==> config.mk <==
export PLATFORM = sky130hd
export DESIGN_NAME = bin_frame_averager_flat
export DESIGN_NICKNAME = d
export VERILOG_FILES = /design/src/rtl/bfa_pkg.sv /design/src/rtl/bin_frame_averager_if.sv /design/src/rtl/bfa_acc_bank.sv /design/src/rtl/bin_frame_averager.sv /design/src/flat_wrapper.sv
export SDC_FILE = /design/constraint.sdc
export NUM_CORES = 1
export LEC_CHECK = 0
export CORE_MARGIN = 4
export CORE_UTILIZATION = 40
export DETAILED_ROUTE_END_ITERATION = 6
export PLACE_DENSITY = 0.7
export SYNTH_ARGS = -nofsm -noshare
export SYNTH_HDL_FRONTEND = slang
export SYNTH_SLANG_ARGS = --single-unit
==> constraint.sdc <==
create_clock -name clk -period 8.5 [get_ports clk]
set_input_delay 0.85 -clock clk [delete_from_list [all_inputs] [get_ports clk]]
set_output_delay 0.85 -clock clk [all_outputs]
set_load 0.005 [all_outputs]
==> src/rtl/bfa_pkg.sv <==
// Shared types and sizing helpers for the bin frame averager and the upstream collector.
package bfa_pkg;

    localparam int BINS_DEF = 4;
    localparam int N_DEF    = 16;

    typedef enum logic [1:0] {
        IDLE  = 2'd0,
        ACCUM = 2'd1,
        DUMP  = 2'd2
    } state_t;

    typedef logic [BINS_DEF-1:0][N_DEF-1:0] bin_vec_t;

    // Sum of 2**log2_frames samples of n bits, plus one bit of headroom for the rounding term.
    function automatic int acc_w(input int n, input int log2_frames);
        return n + log2_frames + 1;
    endfunction

endpackage

==> src/rtl/bin_frame_averager_if.sv <==
// Frame-in / average-out bundle between the bin collector, the averager and the packetiser.
interface bin_frame_averager_if #(
    parameter int BINS = 4,
    parameter int N    = 16
);
    logic [BINS-1:0][N-1:0] in_bins;
    logic                   in_valid;
    logic                   clear;
    logic [BINS-1:0][N-1:0] out_avg;
    logic                   out_valid;
    logic                   busy;
    logic                   overrun;

    modport master (
        output in_bins, in_valid, clear,
        input  out_avg, out_valid, busy, overrun
    );

    modport slave (
        input  in_bins, in_valid, clear,
        output out_avg, out_valid, busy, overrun
    );
endinterface

==> src/rtl/bfa_acc_bank.sv <==
// BINS x ACC_W accumulator bank: one indexed add/load port, parallel round-half-up read, sync clear.
module bfa_acc_bank
    import bfa_pkg::*;
#(
    parameter int BINS        = 4,
    parameter int N           = 16,
    parameter int LOG2_FRAMES = 4,
    parameter int IDX_W       = 2
) (
    input  logic                   clk,
    input  logic                   areset_n,
    input  logic                   clr,
    input  logic                   wr_en,
    input  logic                   wr_load,
    input  logic [IDX_W-1:0]       wr_idx,
    input  logic [N-1:0]           wr_data,
    output logic [BINS-1:0][N-1:0] avg
);
    localparam int               ACC_W = acc_w(N, LOG2_FRAMES);
    localparam logic [ACC_W-1:0] HALF  = ACC_W'(1) << (LOG2_FRAMES - 1);

    logic [ACC_W-1:0] acc_r [BINS];

    // Accumulate or overwrite one bin per cycle; clear wins over a write.
    always_ff @(posedge clk) begin
        if (!areset_n || clr) begin
            for (int b = 0; b < BINS; b++) begin
                acc_r[b] <= {ACC_W{1'b0}};
            end
        end else if (wr_en) begin
            acc_r[wr_idx] <= wr_load ? ACC_W'(wr_data) : acc_r[wr_idx] + ACC_W'(wr_data);
        end
    end

    for (genvar b = 0; b < BINS; b++) begin : g_avg
        assign avg[b] = N'((acc_r[b] + HALF) >> LOG2_FRAMES);
    end

endmodule

==> src/rtl/bin_frame_averager.sv <==
// Averages 2**LOG2_FRAMES consecutive BINS-wide frames per bin with a single serial adder.
module bin_frame_averager
    import bfa_pkg::*;
#(
    parameter int BINS        = 4,
    parameter int N           = 16,
    parameter int LOG2_FRAMES = 4
) (
    input  logic              clk,
    input  logic              areset_n,
    bin_frame_averager_if.slave bus
);
    localparam int                     IDX_W      = (BINS > 1) ? $clog2(BINS) : 1;
    localparam logic [IDX_W-1:0]       LAST_IDX   = IDX_W'(BINS - 1);
    localparam logic [LOG2_FRAMES-1:0] LAST_FRAME = {LOG2_FRAMES{1'b1}};
    localparam logic [1:0]             S_IDLE     = IDLE;
    localparam logic [1:0]             S_ACCUM    = ACCUM;
    localparam logic [1:0]             S_DUMP     = DUMP;

    logic [1:0]             state_r;
    logic [BINS-1:0][N-1:0] frame_r;
    logic [IDX_W-1:0]       bin_idx_r;
    logic [LOG2_FRAMES-1:0] frame_cnt_r;
    logic [BINS-1:0][N-1:0] out_avg_r;
    logic                   out_valid_r;
    logic                   busy_r;
    logic                   overrun_r;
    logic                   acc_wr_s;
    logic                   acc_load_s;
    logic                   acc_clr_s;
    logic [BINS-1:0][N-1:0] avg_s;

    // Serial adder control; the first frame of a window overwrites instead of adding.
    always_comb begin
        acc_wr_s   = 1'b0;
        acc_load_s = 1'b0;
        acc_clr_s  = bus.clear || (state_r == S_DUMP);
        if ((state_r == S_ACCUM) && !bus.clear) begin
            acc_wr_s   = 1'b1;
            acc_load_s = (frame_cnt_r == {LOG2_FRAMES{1'b0}});
        end else begin
            acc_wr_s   = 1'b0;
            acc_load_s = 1'b0;
        end
    end

    bfa_acc_bank #(
        .BINS        (BINS),
        .N           (N),
        .LOG2_FRAMES (LOG2_FRAMES),
        .IDX_W       (IDX_W)
    ) u_bank (
        .clk      (clk),
        .areset_n (areset_n),
        .clr      (acc_clr_s),
        .wr_en    (acc_wr_s),
        .wr_load  (acc_load_s),
        .wr_idx   (bin_idx_r),
        .wr_data  (frame_r[bin_idx_r]),
        .avg      (avg_s)
    );

    // Window FSM, counters, registered outputs and sticky overrun.
    always_ff @(posedge clk) begin
        if (!areset_n) begin
            state_r     <= S_IDLE;
            frame_r     <= '0;
            bin_idx_r   <= {IDX_W{1'b0}};
            frame_cnt_r <= {LOG2_FRAMES{1'b0}};
            out_avg_r   <= '0;
            out_valid_r <= 1'b0;
            busy_r      <= 1'b0;
            overrun_r   <= 1'b0;
        end else if (bus.clear) begin
            state_r     <= S_IDLE;
            bin_idx_r   <= {IDX_W{1'b0}};
            frame_cnt_r <= {LOG2_FRAMES{1'b0}};
            out_valid_r <= 1'b0;
            busy_r      <= 1'b0;
        end else begin
            out_valid_r <= 1'b0;
            if (bus.in_valid && (state_r != S_IDLE)) begin
                overrun_r <= 1'b1;
            end
            case (state_r)
                S_IDLE: begin
                    if (bus.in_valid) begin
                        frame_r   <= bus.in_bins;
                        bin_idx_r <= {IDX_W{1'b0}};
                        state_r   <= S_ACCUM;
                        busy_r    <= 1'b1;
                    end
                end
                S_ACCUM: begin
                    if (bin_idx_r == LAST_IDX) begin
                        bin_idx_r <= {IDX_W{1'b0}};
                        if (frame_cnt_r == LAST_FRAME) begin
                            state_r <= S_DUMP;
                        end else begin
                            frame_cnt_r <= frame_cnt_r + LOG2_FRAMES'(1);
                            state_r     <= S_IDLE;
                            busy_r      <= 1'b0;
                        end
                    end else begin
                        bin_idx_r <= bin_idx_r + IDX_W'(1);
                    end
                end
                S_DUMP: begin
                    out_avg_r   <= avg_s;
                    out_valid_r <= 1'b1;
                    frame_cnt_r <= {LOG2_FRAMES{1'b0}};
                    state_r     <= S_IDLE;
                    busy_r      <= 1'b0;
                end
                default: begin
                    state_r <= S_IDLE;
                    busy_r  <= 1'b0;
                end
            endcase
        end
    end

    assign bus.out_avg   = out_avg_r;
    assign bus.out_valid = out_valid_r;
    assign bus.busy      = busy_r;
    assign bus.overrun   = overrun_r;

endmodule

==> src/flat_wrapper.sv <==
// flat-port wrapper written by rule: the top's interface ports become plain ports
module bin_frame_averager_flat import bfa_pkg::*;
#(
    parameter int BINS        = 4,
    parameter int N           = 16,
    parameter int LOG2_FRAMES = 4
)
  (clk, areset_n, bus_in_bins, bus_in_valid, bus_clear, bus_out_avg, bus_out_valid, bus_busy, bus_overrun);
  bin_frame_averager_if #(.BINS(BINS), .N(N)) bus_i ();
  input  logic clk;
  input  logic areset_n;
  input wire logic [$bits(bus_i.in_bins)-1:0] bus_in_bins;
  input wire logic [$bits(bus_i.in_valid)-1:0] bus_in_valid;
  input wire logic [$bits(bus_i.clear)-1:0] bus_clear;
  output wire logic [$bits(bus_i.out_avg)-1:0] bus_out_avg;
  output wire logic [$bits(bus_i.out_valid)-1:0] bus_out_valid;
  output wire logic [$bits(bus_i.busy)-1:0] bus_busy;
  output wire logic [$bits(bus_i.overrun)-1:0] bus_overrun;
  assign bus_i.in_bins = bus_in_bins;
  assign bus_i.in_valid = bus_in_valid;
  assign bus_i.clear = bus_clear;
  assign bus_out_avg = bus_i.out_avg;
  assign bus_out_valid = bus_i.out_valid;
  assign bus_busy = bus_i.busy;
  assign bus_overrun = bus_i.overrun;
  bin_frame_averager #(.BINS(BINS), .N(N), .LOG2_FRAMES(LOG2_FRAMES)) u_core (.clk(clk), .areset_n(areset_n), .bus(bus_i));
endmodule
==> impl_metrics.json <==
{
  "status": "complete, no violations",
  "ys_top_cells_by_count": "nand2_1 (192), nor2_1 (149), dfxtp_1 (141)",
  "finalCriticalPeriod_ns": 3.97,
  "port_buffers": 134,
  "viasPerCell": 5.58,
  "io_pins": 135,
  "dp_cells": 1559,
  "crit_path_max_fanout": 17,
  "nets": 1343,
  "ys_ff_latch": 221,
  "drv_cap": 0,
  "dr.pass1.iters": 5,
  "grt_usage_pct": 18.8,
  "die_w_um": 172,
  "start_util_pct": 41.0,
  "fin_tns_setup_ns": 0,
  "first_global_vias": 8341,
  "gp_congestion": 0.923,
  "async_flop_share_pct": 0,
  "core_um2": 26400,
  "ant_nets": 0,
  "hold_viol": 0,
  "dp_hpwl_um": 20600,
  "cts_hold_buf": 0,
  "hp-start": "u_core.frame_r[5]",
  "rsz0062_at_grt": "no",
  "netlist_instances": 1150,
  "dieArea_um2": 29700,
  "synthDistinctLibCells": 62,
  "post_cts_buffers": 0,
  "yosysTopAreaCell": "dfxtp_1",
  "wire_per_inst_um": 17.8,
  "clk-insertion-delay-late_ns": 0.52,
  "antenna_found_initial": 1,
  "cpPeakStageDelay_ns": 0.64,
  "ys_warn_count": 0,
  "drv_slew": 0,
  "grt_max_degree": 118,
  "setup_violations": 0,
  "initialDrtViolationCount": 888,
  "area.growth.synth_to_final_pct": 21.9,
  "ys.flop_type": "dfxtp_1",
  "worstPathCellList": "buf_4 -> mux4_2 -> ha_1 -> nand2_1 -> nor3b_1 -> o211a_1 -> o32ai_1 -> nor3_1 -> nor2_1",
  "grt_first_pass_wirelength_um": 44900,
  "root_buffer": "clkbuf_16",
  "max-slew-margin-rel_pct": 18.4,
  "rows": 59,
  "wl_um": 28600,
  "final_cells": 1605,
  "route.detailed.drc": 0,
  "cts_tree": "done",
  "postSynthNetCount": 1242,
  "arrival_ns": 4.22,
  "path_clk_slew_ns": 0.06,
  "fin_ws_ns": 4.53,
  "synth_area_leaders": "dfxtp_1 (26%), edfxtp_1 (22%), mux4_2 (7.5%), nand2_1 (6.7%), a21oi_1 (5.3%)",
  "h-tree-depth": 1,
  "tightest_slew_ns": 1.22,
  "skew_ns": 0.0160,
  "r2r_start": "u_core.bin_idx_r[0]",
  "ctsResizeCount": 0,
  "leakage_uw": 0.00449,
  "diodes": 0,
  "netlist.area_leader.share_pct": 26.1,
  "cp-end-kind": "register",
  "min_path_type": "reg2reg",
  "cts.sinks": 221,
  "power_density_nw_per_um2": 181,
  "synth_most_common_cell": "nand2_1",
  "die_height_um": 172,
  "critPathKind": "reg2reg",
  "crit_buf_inv": 1,
  "seq_area_frac_synth_pct": 48.3,
  "syn-cell-area_um2": 10800,
  "critPathLaunch": "u_core.bin_idx_r[0]",
  "syn_area_per_cell_um2": 9.41,
  "synth_edf_count": 80,
  "path_delay_family": "simple AND/OR/NAND/NOR gates",
  "crit_path_start_kind": "register",
  "dp_slack_ns": 4.20,
  "vias": 8951,
  "cts_buffer_depth": 3,
  "cts_buffers": 25,
  "grt-ovfl-total": 0,
  "drive_above_1_share_pct": 8.27,
  "fmax_ghz": 0.252,
  "cp.required_ns": 8.75,
  "period_share_pct": 46.8,
  "ir_worst_vdd_uv": 125,
  "slowest_stage": "nor3b_1"
}
==> layout make-up <==
type,count,area [µm²]
inverters,26,98.8
fillers,2400,13200
clock inverters,12,123
flip-flops and latches,221,5230
multi-input cells,833,5210
well taps,335,419
clock buffers,34,692
repair buffers,144,1420
==> path summary, 6_finish.rpt <==
path                                endpoint  slack [ns]  cells past startpoint
hold / removal             u_core.frame_r[5]        0.45                      2
setup / recovery  u_core.u_bank.acc_r[2][17]        4.53                      9
hold reg to reg            u_core.frame_r[5]        0.45                      2
setup reg to reg  u_core.u_bank.acc_r[2][17]        4.53                      9
==> power by group <==
group	switching, µW	internal, µW
combinational	99.3	78.6
sequential	29.3	1130
clock	426	633
==> state kept, by name (all words and copies together) (netlist names), named ones only <==
| signal | flops |
|---|---|
| u_core.bin_idx_r | 2 |
| u_core.bus.busy | 1 |
| u_core.bus.out_avg | 64 |
| u_core.bus.out_valid | 1 |
| u_core.bus.overrun | 1 |
| u_core.frame_cnt_r | 4 |
| u_core.frame_r | 64 |
| u_core.state_r | 2 |
| u_core.u_bank.acc_r | 80 |
==> through the flow <==
step                      hold WS, ns  instance area, µm²  utilization, %  power, µW
after floorplan                 0.433               10800               -       1280
after global placement          0.439               12400            46.9       1350
after detailed placement        0.448               12400            46.9       1350
after CTS                       0.455               13200            50.0       2410
after global routing            0.468               13200            50.0       2480
final                           0.454               13200            50.0       2390
==> cell families after synthesis <==
family	Yosys count	synth area share, %
flops	221	48.3
simple gates	466	18.8
xor+xnor	62	5.02
compound gates	243	13.7
buf+inv	96	3.61
mux	38	7.68
fa+ha+maj	24	2.85
==> worst reg2reg max path, cell delays in order, from the launching register on <==
cell	delay [ns]
dfxtp_1	0.58
buf_4	0.39
mux4_2	0.61
ha_1	0.38
nand2_1	0.08
nor3b_1	0.64
o211a_1	0.34
o32ai_1	0.13
nor3_1	0.44
nor2_1	0.12
==> cells in the final DEF, fill, tap and decap left out, types with 9 or more instances in the layout <==
cell	Yosys	routed
buf_4	0	10
clkdlybuf4s50_1	0	134
clkbuf_16	0	25
inv_1	25	25
a211oi_1	46	46
nand3_1	31	31
edfxtp_1	80	80
or3_1	10	9
xnor2_1	27	27
nor3_1	25	23
nand4_1	16	16
a21oi_1	114	114
mux4_2	36	36
nor2_1	149	149
nand2_1	192	192
dfxtp_1	141	141
xor2_1	35	35
o21ai_0	34	32
ha_1	23	23
==> layer usage <==
| layer | vias up | part of all wire (%) | GRT usage [%] |
|---|---|---|---|
| met5 | - | 0.038 | 0 |
| met4 | 2 | 2.7 | 4.65 |
| met3 | 50 | 9.1 | 3.59 |
| met2 | 413 | 43 | 28.7 |
| met1 | 4168 | 45 | 27.7 |
| li1 | 4318 | - | - |
Note: power is estimated with default switching activity, not from simulation.
